**config.mk**
```make
export PLATFORM = sky130hd
export DESIGN_NAME = display_serializer
export DESIGN_NICKNAME = d
export VERILOG_FILES = /design/src/rtl/display_serializer.sv
export SDC_FILE = /design/constraint.sdc
export NUM_CORES = 1
export LEC_CHECK = 0
export CORE_MARGIN = 8
export CORE_UTILIZATION = 57
export DETAILED_ROUTE_END_ITERATION = 10
export GPL_ROUTABILITY_DRIVEN = 0
export GPL_TIMING_DRIVEN = 0
export HOLD_SLACK_MARGIN = 0.06
export PLACE_DENSITY = 0.88
export SKIP_CTS_REPAIR_TIMING = 1
export SLEW_MARGIN = 20
export SYNTH_ARGS = -nofsm -noshare
export SYNTH_HDL_FRONTEND = slang
export SYNTH_SLANG_ARGS = --single-unit
```
**constraint.sdc**
```tcl
create_clock -name i_clk -period 4.4 [get_ports i_clk]
set_clock_uncertainty 0.05 [all_clocks]
set_input_delay 0.44 -clock i_clk [delete_from_list [all_inputs] [get_ports i_clk]]
set_output_delay 0.44 -clock i_clk [all_outputs]
set_load 0.02 [all_outputs]
```
**src/rtl/display_serializer.sv**
```systemverilog
// Shifts six 7-segment digit bytes MSB-first into a 74HC595 chain, then pulses the latch.
// Optional DISPLAY_DP_EN adds the i_dp port that drives bit 7 of each digit byte.
module display_serializer #(
  parameter int unsigned CLK_DIV = 4
) (
  input  logic       i_clk,
  input  logic       i_reset_n,
  input  logic       i_en,
  input  logic       i_start,
  input  logic [6:0] i_hours_msb,
  input  logic [6:0] i_hours_lsb,
  input  logic [6:0] i_minutes_msb,
  input  logic [6:0] i_minutes_lsb,
  input  logic [6:0] i_seconds_msb,
  input  logic [6:0] i_seconds_lsb,
`ifdef DISPLAY_DP_EN
  input  logic [5:0] i_dp,
`endif
  output logic       o_busy,
  output logic       o_done,
  output logic       o_serial_clk,
  output logic       o_serial_data,
  output logic       o_latch
);

  localparam int unsigned FRAME_W = 48;
  localparam int unsigned BIT_W   = 6;
  localparam int unsigned DIV_W   = (CLK_DIV > 1) ? $clog2(CLK_DIV) : 1;
  localparam logic [DIV_W-1:0] DIV_MAX  = DIV_W'(CLK_DIV - 1);
  localparam logic [BIT_W-1:0] LAST_BIT = BIT_W'(FRAME_W - 1);

  typedef enum logic [2:0] {
    IDLE,
    SHIFT_LO,
    SHIFT_HI,
    LATCH,
    DONE
  } state_t;

  state_t             state;
  logic [FRAME_W-2:0] frame;
  logic [BIT_W-1:0]   bit_cnt;
  logic [DIV_W-1:0]   div_cnt;
  logic [5:0]         dp_c;
  logic [FRAME_W-1:0] frame_c;

`ifdef DISPLAY_DP_EN
  assign dp_c = i_dp;
`else
  assign dp_c = 6'b000000;
`endif

  // Bit 47 goes straight to o_serial_data on accept; the register keeps the rest.
  assign frame_c = {dp_c[5], i_hours_msb,   dp_c[4], i_hours_lsb,
                    dp_c[3], i_minutes_msb, dp_c[2], i_minutes_lsb,
                    dp_c[1], i_seconds_msb, dp_c[0], i_seconds_lsb};

  always_ff @(posedge i_clk or negedge i_reset_n) begin
    if (!i_reset_n) begin
      state         <= IDLE;
      frame         <= '0;
      bit_cnt       <= '0;
      div_cnt       <= '0;
      o_busy        <= 1'b0;
      o_done        <= 1'b0;
      o_serial_clk  <= 1'b0;
      o_serial_data <= 1'b0;
      o_latch       <= 1'b0;
    end else begin
      case (state)
        IDLE: begin
          if (i_start && i_en) begin
            frame         <= frame_c[FRAME_W-2:0];
            bit_cnt       <= LAST_BIT;
            div_cnt       <= DIV_MAX;
            o_busy        <= 1'b1;
            o_serial_clk  <= 1'b0;
            o_serial_data <= frame_c[FRAME_W-1];
            state         <= SHIFT_LO;
          end
        end
        SHIFT_LO: begin
          if (div_cnt == '0) begin
            div_cnt      <= DIV_MAX;
            o_serial_clk <= 1'b1;
            state        <= SHIFT_HI;
          end else begin
            div_cnt <= div_cnt - DIV_W'(1);
          end
        end
        SHIFT_HI: begin
          if (div_cnt == '0) begin
            div_cnt      <= DIV_MAX;
            o_serial_clk <= 1'b0;
            if (bit_cnt == '0) begin
              o_serial_data <= 1'b0;
              o_latch       <= 1'b1;
              state         <= LATCH;
            end else begin
              bit_cnt       <= bit_cnt - BIT_W'(1);
              o_serial_data <= frame[FRAME_W-2];
              frame         <= {frame[FRAME_W-3:0], 1'b0};
              state         <= SHIFT_LO;
            end
          end else begin
            div_cnt <= div_cnt - DIV_W'(1);
          end
        end
        LATCH: begin
          if (div_cnt == '0) begin
            div_cnt <= DIV_MAX;
            o_latch <= 1'b0;
            o_busy  <= 1'b0;
            o_done  <= 1'b1;
            state   <= DONE;
          end else begin
            div_cnt <= div_cnt - DIV_W'(1);
          end
        end
        DONE: begin
          o_done <= 1'b0;
          state  <= IDLE;
        end
        default: begin
          o_busy        <= 1'b0;
          o_done        <= 1'b0;
          o_serial_clk  <= 1'b0;
          o_serial_data <= 1'b0;
          o_latch       <= 1'b0;
          state         <= IDLE;
        end
      endcase
    end
  end

endmodule

```
# Yosys cells after proc, flatten, opt, wreduce, memory -nomap -nowiden
# Index checks and enable logic that the tools add are counted.
[word_totals] reg_bits=63 in_bits=46 output_inout_bits=5 elab_cells=76
[op_classes] add_sub_neg=2 n_eq_ne=10 mux=30 bitwise=5 reduce_logical=20
[ops] op="2-to-1 mux 47 bit" count=3
[ops] op="one-hot mux 47 bit (2 select lines)" count=1
[ops] op="2-to-1 mux 6 bit" count=3
[ops] op="AND reduction 4 bit" count=4
[ops] op="OR reduction 3 bit" count=5
[ops] op="2-to-1 mux 3 bit" count=4
[ops] op="!= test 2 bit, second input constant" count=6
[ops] op="one-hot mux 3 bit (4 select lines)" count=1
[ops] op="one-hot mux 6 bit (2 select lines)" count=1
[ops] op="one-hot mux 1 bit (3 select lines)" count=3
[ops] op="2-to-1 mux 1 bit" count=8
[ops] op="equality test 3 x 2 -> 1 bit, second input constant" count=2
[ops] op="zero test 6 bit" count=1
[ops] op="2-to-1 mux 2 bit" count=3
[ops] op="AND reduction 3 bit" count=2
[ops] op="subtractor 6 x 1 -> 6 bit, second input constant" count=1
[ops] op="inverter 1 bit" count=5
[ops] op="one-hot mux 1 bit (4 select lines)" count=1
[ops] op="one-hot mux 2 bit (2 select lines)" count=1
[ops] op="AND reduction 2 bit" count=2
[ops] op="nonzero test 2 bit" count=2
[ops] op="equality test 3 x 1 -> 1 bit, second input constant" count=1
[ops] op="equality test 3 bit, second input constant" count=1
[ops] op="zero test 3 bit" count=1
[ops] op="5 further kinds" count=5

# Longest topological paths before layout
# Gate-level depths: netlist (run 1).
[logic_depth] depth_word=4 depth_mapped=7 mapped_depth_nobuf=6

# Worst setup path after synthesis (run 1)
# Ideal clock, no wire load.
[synth_timing] kind="reg-to-reg" from="register bit_cnt[0]" to="register frame[1]" setup_ps=125 arrival_time_ps=2097 required_time_ps=4225 path_slack_ps=2129 stages_incl_launch_ff=8 n_path_buf=1 synth_period_minus_slack_ps=2271 cell_sequence="dfrtp_1 > inv_1 > ha_1 > or3b_4 > o31a_1 > o211ai_4 > buf_8 > mux2_2"
[synth_via] elab_chain_len=3
[synth_rtl] element="start: declaration" line_no="42" source="logic [BIT_W-1:0] bit_cnt;"
[synth_rtl] element="start signal: assignment" line_no="100" source="bit_cnt <= bit_cnt - BIT_W'(1);"
[synth_rtl] element="zero test 6 bit" line_no="95" source="if (bit_cnt == '0) begin"
[synth_rtl] element="!= test 2 bit (no source line)"
[synth_rtl] element="AND reduction 4 bit (no source line)"
[synth_rtl] element="end signal: assignment" line_no="73" source="frame <= frame_c[FRAME_W-2:0];"
[synth_rtl] element="end signal: assignment" line_no="102" source="frame <= {frame[FRAME_W-3:0], 1'b0};"
[synth_rtl] element="end: declaration" line_no="41" source="logic [FRAME_W-2:0] frame;"
# No other way between the ends.
# A chain may end at the register's enable or synchronous reset.

# Worst setup path after layout (run 1)
[layout_timing] from="register bit_cnt[0]" to="register frame[8]"
# The elaborated chain is that of the path after synthesis.

==> results of run 1 <==
flip-flops by register name, summed over array words and instances, names as in the netlist:
signal and count:
frame 47, state 3, o_latch 1, o_serial_data 1
o_busy 1, o_serial_clk 1, div_cnt 2, bit_cnt 6
o_done 1
Yosys cell counts (all sizes together), types with 3 or more instances:
cell type / n
mux2: 43
nand2: 122
nor2: 7
a21oi: 6
clkbuf: 11
mux2i: 6
o31ai: 3
o21ai: 13
nor3: 3
buf: 9
dfrtp: 63
inv: 15
stage by stage:
stage / std cells / worst slack [ps]
2_1_floorplan: 328 / 2130
3_3_place_gp: 450 / 812
3_5_place_dp: 451 / 1740
4_1_cts: 467 / 1890
5_1_grt: 468 / 1800
6_report: 468 / 1900
cells by family after synthesis:
group           count (synthesis)  share of synthesized area (%)
buf+inv                        35                           5.87
flops                          63                           50.0
fa+ha+maj                       2                          0.793
mux                            49                           17.3
simple gates                  143                           18.3
compound gates                 36                           7.77
area by class of cell:
| type | count | area share [%] |
|---|---|---|
| flip-flops and latches | 63 | 39.6 |
| clock buffers | 12 | 3.39 |
| plain buffers | 20 | 3.23 |
| repair buffers | 52 | 13.4 |
| well taps | 72 | 2.26 |
| clock inverters | 4 | 1.76 |
| inverters | 15 | 1.41 |
| multi-input cells | 230 | 34.9 |
power by group through the flow:
stage                     clock network, W  logic [W]  registers, W
after CTS                         0.000541    0.00108      0.000984
after detailed placement                 0    0.00107      0.000991
final                             0.000535    0.00107      0.000986
after floorplan                          0   0.000793      0.000972
after global routing              0.000569    0.00119       0.00102
after global placement                   0    0.00102      0.000972
routing by layer:
layer,part of all wire [%],wire [um],global-route usage (%)
met1,43,2970,20.9
met2,51,3520,30.5
met3,5.5,384,6.73
met4,1.2,86,5.83
met5,0,0,0
path summary, 6_finish.rpt:
check                           startpoint    endpoint  slack, ps  cells after the start
worst max register to register  bit_cnt[0]    frame[8]       1900                      7
max in group asynchronous        i_reset_n  bit_cnt[1]       3380                      3
worst min-delay path             i_reset_n   frame[12]        420                      2
worst max-delay path            bit_cnt[0]    frame[8]       1900                      7
min in group i_clk               frame[43]   frame[43]        450                      1
worst min register to register   frame[43]   frame[43]        450                      1
==> results.yml, run 1 <==
sta:
  slew-limit-headroom_pct: 56.9
  fmax_mhz: 400
  whs_ps: 418
  min_period_over_period_pct: 56.8
  rsz0062_at_grt: "false"
  finalSetupTns_ps: 0
  finalMaxSlewViolations: 0
  hold_viol: 0
  worstMarginPinSlew_ps: 643
  layout_min_cycle_time_ps: 2500
  setup_viol: 0
synthesis:
  synthTopCellsByArea: "dfrtp_1 (50%), nand2_1 (15%), mux2_2 (14%)"
  ys.flop_type: "dfrtp_1"
  async_flop_share_pct: 100
  synthDistinctLibCells: 40
  synth_cells: 328
  syn_nets: 376
  syn_area_sq_um: 3150
  ys_seq_area_share_pct: 50.0
  synth.avg_cell_area_sq_um: 9.62
  synth_top_cell_by_area: "dfrtp_1"
  ys_ff_latch: 63
  synth_top_area_share_pct: 50.0
  synth_edf_count: 0
  ys.warnings.count: 0
cells_and_area:
  area_growth_pct: 26.3
  final_util_pct: 73.3
  final_common_cell: "nand2_1"
  diodes: 0
  ff_latch_area_sq_um: 1580
  multi_input_area_sq_um: 1390
  fill_cells: 393
  drive_gt1_share_pct: 15.7
  design_area_sq_um: 3990
  nets: 439
  layout_common_cells: "nand2_1 (122), dfrtp_1 (63), clkdlybuf4s50_1 (49), mux2_2 (38), inv_1 (15)"
setup_path:
  critical_path_class: "reg2reg"
  crit_path_end_kind: "flop"
  critPathArrivalTime_ps: 2680
  cp_max_fo: 10
  path_buf_inv: 2
  cp_top_family: "compound AO/OA/AOI/OAI gates"
  cpPeakStageDelay_ps: 420
  slowest_stage: "or3b_4"
  worst_setup_path_start_kind: "flop"
  crit_chain: "inv_1 -> ha_1 -> or3b_4 -> o31a_1 -> o211ai_4 -> buf_8 -> mux2_2"
  worstPathRequired_ps: 4580
floorplan:
  floorplan.rows: 27
  core-area_sq_um: 5440
  die_h_um: 90.4
  io_pins: 51
  die_area_sq_um: 8170
  die_x_um: 90.4
  initial_core_util_pct: 58.0
pwr:
  seqPwrFrac_pct: 38.0
  netSwitchingPower_w: 0.000890
  p_clk_share_pct: 20.6
  power.share.combinational_pct: 41.3
  pwr_density_cell_nw_per_um2: 650
  swShare_pct: 34.3
  leakage_nw: 1.90
  intPower_w: 0.00170
  p_total_w: 0.00259
  irDropWorstVdd_mv: 0.368
placed_design:
  hpwl_mm: 4.82
  io_buffers: 50
  placed_area_sq_um: 3770
status:
  status: "complete, no violations"
clock_tree:
  numCtsBuffers: 9
  clk_pin_slew_ps: 70
  htreeDepth: 3
  insertion_delay_ps: 340
  cts_root_buf: "clkbuf_8"
  cts_tree: "yes"
  cts_sinks: 63
  clockBufferDepth: 2
global_route:
  grt_max_degree: 55
  antenna_found_initial: 0
  grt_pass1_vias: 2682
  track_usage_pct: 18.2
  grt_first_pass_wirelength_mm: 12.1
  overflow: 0
drt:
  drt_iter0_markers: 183
  wl_per_cell_um: 14.9
  via_count: 2497
  antenna_left: 0
  viasPerCell: 5.34
  drc: 0
  drtPass1Iterations: 4
  routed_wl_mm: 6.96
hold_path:
  hold_path_class: "in2async"
job:
  cap_viol_max_count: 0
Note: power is estimated with default switching activity, not from simulation.
==> run 2: changes to the inputs <==
Settings changed: CORE_UTILIZATION 57 to 53, PLACE_DENSITY 0.88 to 0.83.
Clock period 4.4 ns to 2.51 ns, I/O delays scaled along.
==> results.yml, run 2 (same netlist as run 1, synthesis figures left out) <==
status:
  status: "complete, no violations"
drt:
  antenna_left: 0
  drt_iter0_markers: 105
  drtPass1Iterations: 4
  via_count: 2470
  wl_per_cell_um: 14.4
  routed_wl_mm: 6.84
  drc: 0
  viasPerCell: 5.21
setup_path:
  worst_setup_path_start_kind: "flop"
  crit_path_end_kind: "flop"
  path_common_cell: "buf_12"
  cp_max_fo: 10
  critPathArrivalTime_ps: 2620
  cpPeakStageDelay_ps: 400
  critical_path_class: "reg2reg"
  crit_chain: "inv_2 -> ha_2 -> or3b_4 -> o31a_1 -> o211ai_4 -> buf_12 -> buf_12 -> mux2_2"
  slowest_stage: "dfrtp_1"
  worstPathRequired_ps: 2680
sta:
  min_period_over_period_pct: 97.7
  hold_viol: 0
  layout_min_cycle_time_ps: 2450
  setup_viol: 0
  fmax_mhz: 408
  slew-limit-headroom_pct: 57.9
  worstMarginPinSlew_ps: 628
  finalSetupTns_ps: 0
  finalMaxSlewViolations: 0
clock_tree:
  clk_pin_slew_ps: 70
  cts_root_buf: "clkbuf_8"
  clockBufferDepth: 2
  cts_tree: "yes"
  cts_sinks: 63
  htreeDepth: 3
  insertion_delay_ps: 340
  numCtsBuffers: 9
cells_and_area:
  top_register: "frame"
  area_growth_pct: 26.7
  drive_gt1_share_pct: 17.3
  design_area_sq_um: 4000
  final_common_cell: "nand2_1"
  layout_common_cells: "nand2_1 (122), dfrtp_1 (63), clkdlybuf4s50_1 (49), mux2_2 (38), inv_1 (14)"
  nets: 443
  largest_reg_flops: 47
  fill_cells: 447
  diodes: 0
  fin_cells: 474
  reg_top3: "frame: 47 flops, bit_cnt: 6 flops, state: 3 flops"
placed_design:
  hpwl_mm: 4.80
  dp.cells: 454
  io_buffers: 50
  placed_area_sq_um: 3770
global_route:
  antenna_found_initial: 0
  grt_pass1_vias: 2635
  track_usage_pct: 16.7
  grt_max_degree: 47
  overflow: 0
  grt_first_pass_wirelength_mm: 11.7
floorplan:
  io_pins: 51
  initial_core_util_pct: 53.9
  floorplan.rows: 28
  die_x_um: 93.1
  die_h_um: 93.1
  core-area_sq_um: 5850
  die_area_sq_um: 8680
job:
  cap_viol_max_count: 0
hold_path:
  hold_path_class: "in2async"
pwr:
  leakage_nw: 1.90
  pwr_density_cell_nw_per_um2: 1110
  irDropWorstVdd_mv: 0.528
## run 2: cell types whose count changed in the layout (fill, tap and decap cells not counted), sizes merged
cell,before,now
buf,11,15
bufinv,2,0
clkbuf,23,22
clkinv,2,3
clkinvlp,0,1
## run 2: per-stage QoR
stage	hold WS, ps	worst slack (ps)	total power (W)	util, %
after floorplan	-94.6	239	0.00309	-
after global placement	427	-886	0.00349	64.1
after detailed placement	96.5	11.4	0.00361	64.5
after CTS	-265	-39.1	0.00437	67.3
after global routing	287	-15.3	0.00474	68.3
final	270	58.6	0.00442	68.3
## run 2: path summary, 6_finish.rpt
path / from / end / cells after the start / slack, ps
setup / recovery: bit_cnt[0] / frame[16] / 8 / 60
hold / removal: i_reset_n / frame[19] / 2 / 270
setup reg to reg: bit_cnt[0] / frame[16] / 8 / 60
hold reg to reg: frame[35] / frame[35] / 1 / 450
max in group asynchronous: i_reset_n / frame[1] / 3 / 1650
min in group i_clk: frame[35] / frame[35] / 1 / 450
## run 2: critical path, delay by kind of cell, from the launching register on
kind | cells | cell delay (ps)
and+or+nand+nor | 1 | 400
adders and majority gates | 1 | 190
muxes | 1 | 350
DFF | 1 | 400
buffers and inverters | 3 | 370
AOI/OAI and AO/OA | 2 | 560
## run 2: layout make-up
class | count | area [sq um] | share of cell area [%]
flip-flops and latches | 63 | 1580 | 39.4
well taps | 75 | 93.8 | 2.35
clock inverters | 4 | 22.5 | 0.563
inverters | 15 | 56.3 | 1.41
repair buffers | 56 | 578 | 14.5
multi-input cells | 230 | 1400 | 34.9
plain buffers | 20 | 134 | 3.35
clock buffers | 11 | 141 | 3.54
## run 2: layer usage
metal / share of wire, % / up-vias / GRT usage (%)
met5: 0 / - / 0
met4: 1.3 / 0 / 8.46
met3: 5.0 / 10 / 3.45
met2: 51 / 61 / 28.6
met1: 43 / 1182 / 19.5
li1: - / 1217 / -
## run 2: power breakdown
group,internal (W),switching [W]
registers,0.00149,0.000240
logic,0.000996,0.000938
clock network,0.000375,0.000383
total,0.00286,0.00156
==> run 3: changes to the inputs <==
Settings changed: CAP_MARGIN from default to 20, CORE_UTILIZATION 53 to 44, PLACE_DENSITY 0.83 to default, PLACE_DENSITY_LB_ADDON from default to 0.25.
==> results.yml, run 3 (same netlist as run 1, synthesis figures left out) <==
sta:
  hold_viol: 0
  setup_viol: 0
  layout_min_cycle_time_ps: 2390
  worstMarginPinSlew_ps: 680
  min_period_over_period_pct: 95.2
  finalMaxSlewViolations: 0
  slew-limit-headroom_pct: 54.4
  whs_ps: 315
  fmax_mhz: 418
  rsz0062_at_grt: "false"
floorplan:
  die_x_um: 101
  die_area_sq_um: 10100
  io_pins: 51
  core-area_sq_um: 7100
  floorplan.rows: 31
  initial_core_util_pct: 44.4
  die_h_um: 101
drt:
  wl_per_cell_um: 13.1
  drtPass1Iterations: 4
  routed_wl_mm: 6.51
  antenna_left: 0
  viasPerCell: 4.92
  drt_iter0_markers: 88
  via_count: 2435
  drc: 0
placed_design:
  placed_area_sq_um: 3800
  io_buffers: 50
  hpwl_mm: 4.61
setup_path:
  critPathArrivalTime_ps: 2550
  worst_setup_path_start_kind: "flop"
  cp_top_family: "compound AO/OA/AOI/OAI gates"
  crit_cells: 8
  slowest_stage: "or3b_4"
  path_buf_inv: 3
  crit_chain: "inv_1 -> ha_1 -> or3b_4 -> o31a_1 -> o211ai_4 -> buf_12 -> buf_8 -> mux2_2"
  crit_path_end_kind: "flop"
  critical_path_class: "reg2reg"
  cp_max_fo: 10
  cpPeakStageDelay_ps: 410
  worstPathRequired_ps: 2670
  r2r_cells: 8
clock_tree:
  insertion_delay_ps: 330
  cts_sinks: 63
  htreeDepth: 3
  cts_root_buf: "clkbuf_8"
  cts_tree: "yes"
  clk_pin_slew_ps: 60
  numCtsBuffers: 9
  clockBufferDepth: 2
global_route:
  antenna_found_initial: 0
  grt_first_pass_wirelength_mm: 11.4
  track_usage_pct: 14.3
  grt_max_degree: 39
  overflow: 0
  grt_pass1_vias: 2468
cells_and_area:
  top_register: "frame"
  fill_cells: 632
  reg_top3: "frame: 47 flops, bit_cnt: 6 flops, state: 3 flops"
  area_growth_pct: 26.3
  diodes: 0
  layout_common_cells: "nand2_1 (122), dfrtp_1 (63), clkdlybuf4s50_1 (49), mux2_2 (38)"
  final_common_cell: "nand2_1"
  largest_reg_flops: 47
  drive_gt1_share_pct: 15.4
  design_area_sq_um: 3980
  nets: 440
pwr:
  irDropWorstVdd_mv: 0.516
  p_total_w: 0.00432
  leakage_nw: 1.88
  pwr_density_cell_nw_per_um2: 1080
hold_path:
  hold_path_class: "in2async"
status:
  status: "complete, no violations"
job:
  cap_viol_max_count: 0
-- run 3: cell types whose count changed in the layout (fill, tap and decap cells not counted), sizes merged --
cell	before	now
buf	15	12
clkbuf	22	25
clkinv	3	1
clkinvlp	1	0
-- run 3: report_power, final --
part / total [W] / switching [W] / internal (W) / leakage [nW]
registers: 0.00171 / 0.000218 / 0.00149 / 0.752
clock network: 0.000735 / 0.000355 / 0.000380 / 0.0805
logic: 0.00187 / 0.000911 / 0.000961 / 1.05
-- run 3: final timing paths --
path                                   from         to  slack, ps
min reg2reg                          o_done     o_done        450
min in group i_clk         i_seconds_lsb[0]   frame[0]        440
max reg2reg                      bit_cnt[0]   frame[9]        120
max in group asynchronous         i_reset_n  frame[42]       1580
min                               i_reset_n  frame[28]        310
max                              bit_cnt[0]   frame[9]        120
-- run 3: layout make-up --
type                    instances  area [sq um]  area share [%]
plain buffers                  20           129            3.23
clock buffers                  14           153            3.83
clock inverters                 1          5.00           0.126
inverters                      15          56.3            1.41
multi-input cells             230          1390            35.0
flip-flops and latches         63          1580            39.6
well taps                      99           124            3.11
repair buffers                 53           548            13.8
-- run 3: metal layers --
metal	vias up	wire length, um	GRT usage, %
met3	12	385	4.07
met5	-	0	0
li1	1209	-	-
met4	0	121	7.33
met2	51	2970	21.8
met1	1163	3030	17.9
-- run 3: metrics by stage --
step | util [%] | std cells | setup slack (ps) | setup TNS [ps]
4_1_cts | 55.7 | 493 | -0.918 | -1.74
6_report | 56.1 | 495 | 119 | 0
2_1_floorplan | - | 328 | 239 | 0
3_3_place_gp | 53.2 | 477 | -1010 | -63550
3_5_place_dp | 53.5 | 478 | 17.6 | 0
5_1_grt | 56.1 | 495 | 31.5 | 0
